<file path="src/rtl/video_stream_gen.sv">
// Programmable de/hs/vs pixel-stream source: frames of configurable size,
// pixel spacing and blanking, filled with one of four test patterns.
module video_stream_gen #(
  parameter int PIXEL_WIDTH       = 12,
  parameter int SPARSE_OUTPUT_MAX = 15
) (
  input  logic                   clk,
  input  logic                   rst_n,
  input  logic                   en,
  input  logic [15:0]            h_last,
  input  logic [15:0]            v_last,
  input  logic [3:0]             sparse,
  input  logic [15:0]            line_gap,
  input  logic [15:0]            frame_gap,
  input  logic [1:0]             pattern,
  input  logic [PIXEL_WIDTH-1:0] const_val,
  output logic [PIXEL_WIDTH-1:0] do_o,
  output logic                   de_o,
  output logic                   hs_o,
  output logic                   vs_o,
  output logic                   busy_o
);

  localparam int SW = (SPARSE_OUTPUT_MAX > 0) ? $clog2(SPARSE_OUTPUT_MAX + 1) : 1;

  typedef enum logic [1:0] {IDLE, PIXEL, LINE_GAP, FRAME_GAP} state_t;

  typedef struct packed {
    logic [15:0]            h_last;
    logic [15:0]            v_last;
    logic [15:0]            line_gap;
    logic [15:0]            frame_gap;
    logic [SW-1:0]          sparse;
    logic [1:0]             pattern;
    logic [PIXEL_WIDTH-1:0] const_val;
  } cfg_t;

  state_t                 state, state_nxt;
  cfg_t                   cfg;
  logic [15:0]            x, y, cnt_gap;
  logic [SW-1:0]          cnt_sparse, sparse_clamped;
  logic                   strobe, last_slot, line_end, frame_end, gap_last;
  logic [PIXEL_WIDTH-1:0] pix;

  // Out-of-range spacing requests saturate rather than alias.
  assign sparse_clamped = (32'(sparse) > SPARSE_OUTPUT_MAX) ? SW'(SPARSE_OUTPUT_MAX) : SW'(sparse);

  assign strobe    = (state == PIXEL) && (cnt_sparse == '0);
  assign last_slot = (state == PIXEL) && (cnt_sparse == cfg.sparse);
  assign line_end  = last_slot && (x == cfg.h_last);
  assign frame_end = line_end && (y == cfg.v_last);
  assign gap_last  = (cnt_gap == 16'd1);
  assign busy_o    = (state != IDLE);

  always_ff @(posedge clk or negedge rst_n) begin
    if (!rst_n) state <= IDLE;
    else        state <= state_nxt;
  end

  // Zero-length gaps skip their state entirely.
  always_comb begin
    state_nxt = state;
    case (state)
      IDLE:      if (en) state_nxt = PIXEL;
      PIXEL: begin
        if (frame_end)                             state_nxt = (cfg.frame_gap == '0) ? IDLE : FRAME_GAP;
        else if (line_end && cfg.line_gap != '0)   state_nxt = LINE_GAP;
      end
      LINE_GAP:  if (gap_last) state_nxt = PIXEL;
      FRAME_GAP: if (gap_last) state_nxt = IDLE;
      default:   state_nxt = IDLE;
    endcase
  end

  always_ff @(posedge clk or negedge rst_n) begin
    if (!rst_n) begin
      cfg        <= '0;
      x          <= '0;
      y          <= '0;
      cnt_sparse <= '0;
      cnt_gap    <= '0;
    end else begin
      case (state)
        IDLE: if (en) begin
          cfg        <= '{h_last: h_last, v_last: v_last, line_gap: line_gap,
                          frame_gap: frame_gap, sparse: sparse_clamped,
                          pattern: pattern, const_val: const_val};
          x          <= '0;
          y          <= '0;
          cnt_sparse <= '0;
        end
        PIXEL: begin
          cnt_sparse <= last_slot ? '0 : SW'(cnt_sparse + 1'b1);
          if (frame_end) cnt_gap <= cfg.frame_gap;
          else if (line_end) begin
            if (cfg.line_gap == '0) begin
              x <= '0;
              y <= y + 16'd1;
            end else begin
              cnt_gap <= cfg.line_gap;
            end
          end else if (last_slot) x <= x + 16'd1;
        end
        LINE_GAP: begin
          cnt_gap <= cnt_gap - 16'd1;
          if (gap_last) begin
            x <= '0;
            y <= y + 16'd1;
          end
        end
        FRAME_GAP: cnt_gap <= cnt_gap - 16'd1;
        default: ;
      endcase
    end
  end

  always_comb begin
    pix = '0;
    case (cfg.pattern)
      2'd0:    pix = PIXEL_WIDTH'(x);
      2'd1:    pix = PIXEL_WIDTH'(y);
      2'd2:    pix = {PIXEL_WIDTH{x[3] ^ y[3]}};
      default: pix = cfg.const_val;
    endcase
  end

  // do_o only updates on issued pixels so it holds through blanking.
  always_ff @(posedge clk or negedge rst_n) begin
    if (!rst_n) begin
      de_o <= 1'b0;
      hs_o <= 1'b0;
      vs_o <= 1'b0;
      do_o <= '0;
    end else begin
      de_o <= strobe;
      hs_o <= strobe && (x == '0);
      vs_o <= strobe && (x == '0) && (y == '0);
      if (strobe) do_o <= pix;
    end
  end

endmodule
</file>
<file path="config.mk">
export PLATFORM = sky130hd
export DESIGN_NAME = video_stream_gen
export DESIGN_NICKNAME = d
export VERILOG_FILES = /design/src/rtl/video_stream_gen.sv
export SDC_FILE = /design/constraint.sdc
export NUM_CORES = 1
export LEC_CHECK = 0
export BUFFER_PORTS_ARGS = -buffer_cell sky130_fd_sc_hd__buf_2
export CAP_MARGIN = 20
export CORE_AREA = 8 8 144 146
export CTS_BUF_LIST = sky130_fd_sc_hd__clkbuf_16
export DETAILED_ROUTE_END_ITERATION = 6
export DIE_AREA = 0 0 152 154
export GPL_TIMING_DRIVEN = 0
export PLACE_DENSITY = 0.74
export SLEW_MARGIN = 5
export SYNTH_ARGS = -nofsm -noshare
export SYNTH_HDL_FRONTEND = slang
export SYNTH_SLANG_ARGS = --single-unit
</file>
<file path="constraint.sdc">
create_clock -name clk -period 7.1 [get_ports clk]
set_input_delay 0.355 -clock clk [delete_from_list [all_inputs] [get_ports clk]]
set_output_delay 0.355 -clock clk [all_outputs]
set_load 0.05 [all_outputs]
</file>
==> results.cfg <==
[clock_tree]
cts_sinks = 151
cts-buffers-inserted = 17
clkTransAtPathRegs_ns = 0.07
postCtsHoldBufs = 1
ctsRootBufferMaster = clkbuf_16
cts.path.max_buffers = 2
cts-htree-levels = 4
cts_tree = built
worstSkewPairLatency_ns = 0.44
post_cts.repair.setup_buffers = 0
ctsResizeCount = 0

[floorplan]
dieHeight_um = 154
num_io_pins = 101
design.die.area_um2 = 23400
start_util_pct = 44.3
core_um2 = 18500
row_count = 50
die_w_um = 152

[outcome]
status = completed

[drt]
remaining_drc_errors = 0
dr.pass1.iters = 7
wl_mm = 21.7
ant_nets = 0
routed_via_density = 5.96
drtIter0Drc = 620
wl_per_cell_um = 19.9
num_vias = 6505

[hold_path]
holdPathEnd = cfg[34]$_DFFE_PN0P_
hold_depth = 2
hold_class = input pin to flop
hp-start = line_gap[0]

[synth]
syn_nets = 819
synth_area_um2 = 8180
ys_seq_area_share_pct = 46.2
synth_seq_cells = 151
synthFlopType = dfrtp_1
synth_edf_count = 0
synthCells = 722
synth.avg_cell_area_um2 = 11.3
ys_types = 64
async_flop_share_pct = 100
yosysWarnings = 0

[placed_design]
place.gp.congestion = 0.870
dp_hpwl_mm = 15.9
portBuffers = 100

[power]
p_per_area_nw_per_um2 = 436
leakage_nw = 3.96
vdd_drop_max_mv = 0.218
power_mw = 4.20

[critical_path]
crit_required_ns = 7.42
r2r-end = y[12]$_DFFE_PN0P_
cp-end-kind = flop
path_class = flop to flop
rr_worst_depth = 8
crit-reg2reg-launch = y[2]$_DFFE_PN0P_
rrSetupSlack_ns = 3.92
path_max_fanout = 10
cp-start-kind = flop
arrival_ns = 3.50

[sta]
period_share_pct = 44.7
skew_ns = 0.0108
setup_viol = 0
final_hold_viol_count = 0
tightest_slew_ns = 0.935
rsz0062_at_grt = false
slew_violations = 0
tns_ns = 0
max_freq_mhz = 315
fin_crit_ns = 3.18
slew_headroom_pct = 37.5

[grt]
grt_pass1_vias = 6614
use_met3_pct = 4.37
grt.overflow.total = 0
grt_max_degree = 101
grt-busiest-layer = met2
met2_usage_pct = 29.3
antenna_found_initial = 0
grt_usage_pct = 18.6
grt_use_met1_pct = 24.6
grt_pass1_wl_mm = 35.1

[cells_and_area]
diodes = 0
drive_gt1_share_pct = 31.2
area_growth_syn_to_layout_pct = 17.8
nets = 941

[job]
maxCapViolations = 0
state kept, by name (all words and copies together), names as in the netlist:
register	cells
do_o	12
vs_o	1
x	16
cnt_sparse	4
de_o	1
hs_o	1
cfg	82
cnt_gap	16
state	2
y	16
critical path, stage by stage (launching register included):
cell	delay, ns
dfrtp_1	0.32
clkbuf_1	0.40
xor2_1	0.12
nor4_1	0.40
nand4_1	0.33
a211oi_1	0.34
clkbuf_1	0.50
nor2_1	0.28
a221o_1	0.37
where the power goes:
group          total, mW  internal (mW)  switching, mW
clock network      0.932          0.554          0.378
logic               1.73          0.778          0.956
registers           1.54           1.23          0.309
total               4.20           2.56           1.64
cell families (layout without fill, tap and decap cells):
| kind of cell | after synthesis | after routing | synth area share, % |
|---|---|---|---|
| simple gates | 210 | 210 | 14.7 |
| flops | 151 | 151 | 46.2 |
| fa+ha+maj | 12 | 12 | 1.84 |
| mux | 120 | 120 | 17.8 |
| buf+inv | 68 | 203 | 3.87 |
| compound gates | 123 | 123 | 11.5 |
| xor+xnor | 38 | 38 | 4.07 |
synth_stat cells, drive strengths merged, types with 11 or more instances:
cell type / n / share of area (%)
mux2i: 15 / 1.8
nand2: 28 / 1.3
o21ai: 11 / 0.67
o211ai: 28 / 2.6
nor3: 20 / 1.4
o31ai: 19 / 1.7
nand4: 18 / 1.5
a211oi: 12 / 1.1
mux2: 94 / 13
nand3: 32 / 2.0
inv: 17 / 0.78
nor2: 29 / 1.3
and3: 11 / 0.84
dfrtp: 151 / 46
ha: 12 / 1.8
mux4: 11 / 3.0
nor4: 23 / 1.8
xnor2: 21 / 2.2
clkbuf: 44 / 2.5
xor2: 17 / 1.8
layout make-up:
cell class,count,area (um2)
inverter,17,63.8
clock inverter,15,179
timing repair buffer,103,553
clock buffer,17,425
sequential,151,3780
fill,1622,8820
buffer,51,253
multi-input combinational,503,4090
tap,234,293
per-stage QoR:
stage	std cells	hold slack [ns]	instance area [um2]	setup WS, ns	util (%)
final	1091	0.147	9630	3.92	52.2
after global routing	1091	0.144	9630	3.76	52.2
after CTS	1090	0.140	9630	3.74	52.2
after detailed placement	1057	0.288	9010	3.77	48.8
after global placement	1056	0.482	8970	3.40	48.6
after floorplan	722	0.0594	8180	4.56	-
cells in the final DEF, fill, tap and decap left out, types with 4 or more instances in the layout:
master	count
nand3b_1	5
o31ai_1	19
dfrtp_1	151
xnor2_1	21
or4_1	4
nor4_1	22
nand2_1	28
inv_1	18
or2_2	4
o21ai_0	10
a31oi_1	6
mux2_2	94
nand4_1	17
and4_1	8
o41ai_1	8
and3_1	11
o22ai_1	4
a32o_1	4
xor2_1	17
buf_2	102
mux4_2	11
mux2i_1	15
clkinv_4	5
ha_1	12
nand3_1	31
a21oi_1	7
nor2_1	29
clkbuf_8	4
nor3_1	19
o2bb2ai_1	8
and2_1	5
a211oi_1	12
clkbuf_1	40
nand2b_1	7
o211ai_1	28
clkbuf_16	17
worst max path at each step:
stage | start | to | slack, ns | depth (start not counted)
floorplan | cnt_gap[10]$_DFFE_PN0P_ | x[4]$_DFFE_PN0P_ | 4.56 | 7
global placement | rst_n | cfg[8]$_DFFE_PN0P_ | 3.40 | 1
detailed placement | x[9]$_DFFE_PN0P_ | y[6]$_DFFE_PN0P_ | 3.77 | 8
CTS | x[9]$_DFFE_PN0P_ | y[6]$_DFFE_PN0P_ | 3.74 | 8
global route | cnt_sparse[2]$_DFFE_PN0P_ | cnt_gap[9]$_DFFE_PN0P_ | 3.76 | 8
finish | y[2]$_DFFE_PN0P_ | y[12]$_DFFE_PN0P_ | 3.92 | 8
metal layers:
layer,share of wire [%],routed length (um),vias to the layer above
met4,2.0,434,0
met2,46,9930,285
met3,6.9,1500,43
met1,45,9810,3192
li1,-,-,2985
met5,0,0,-
Power figures use the tool's default switching activity.
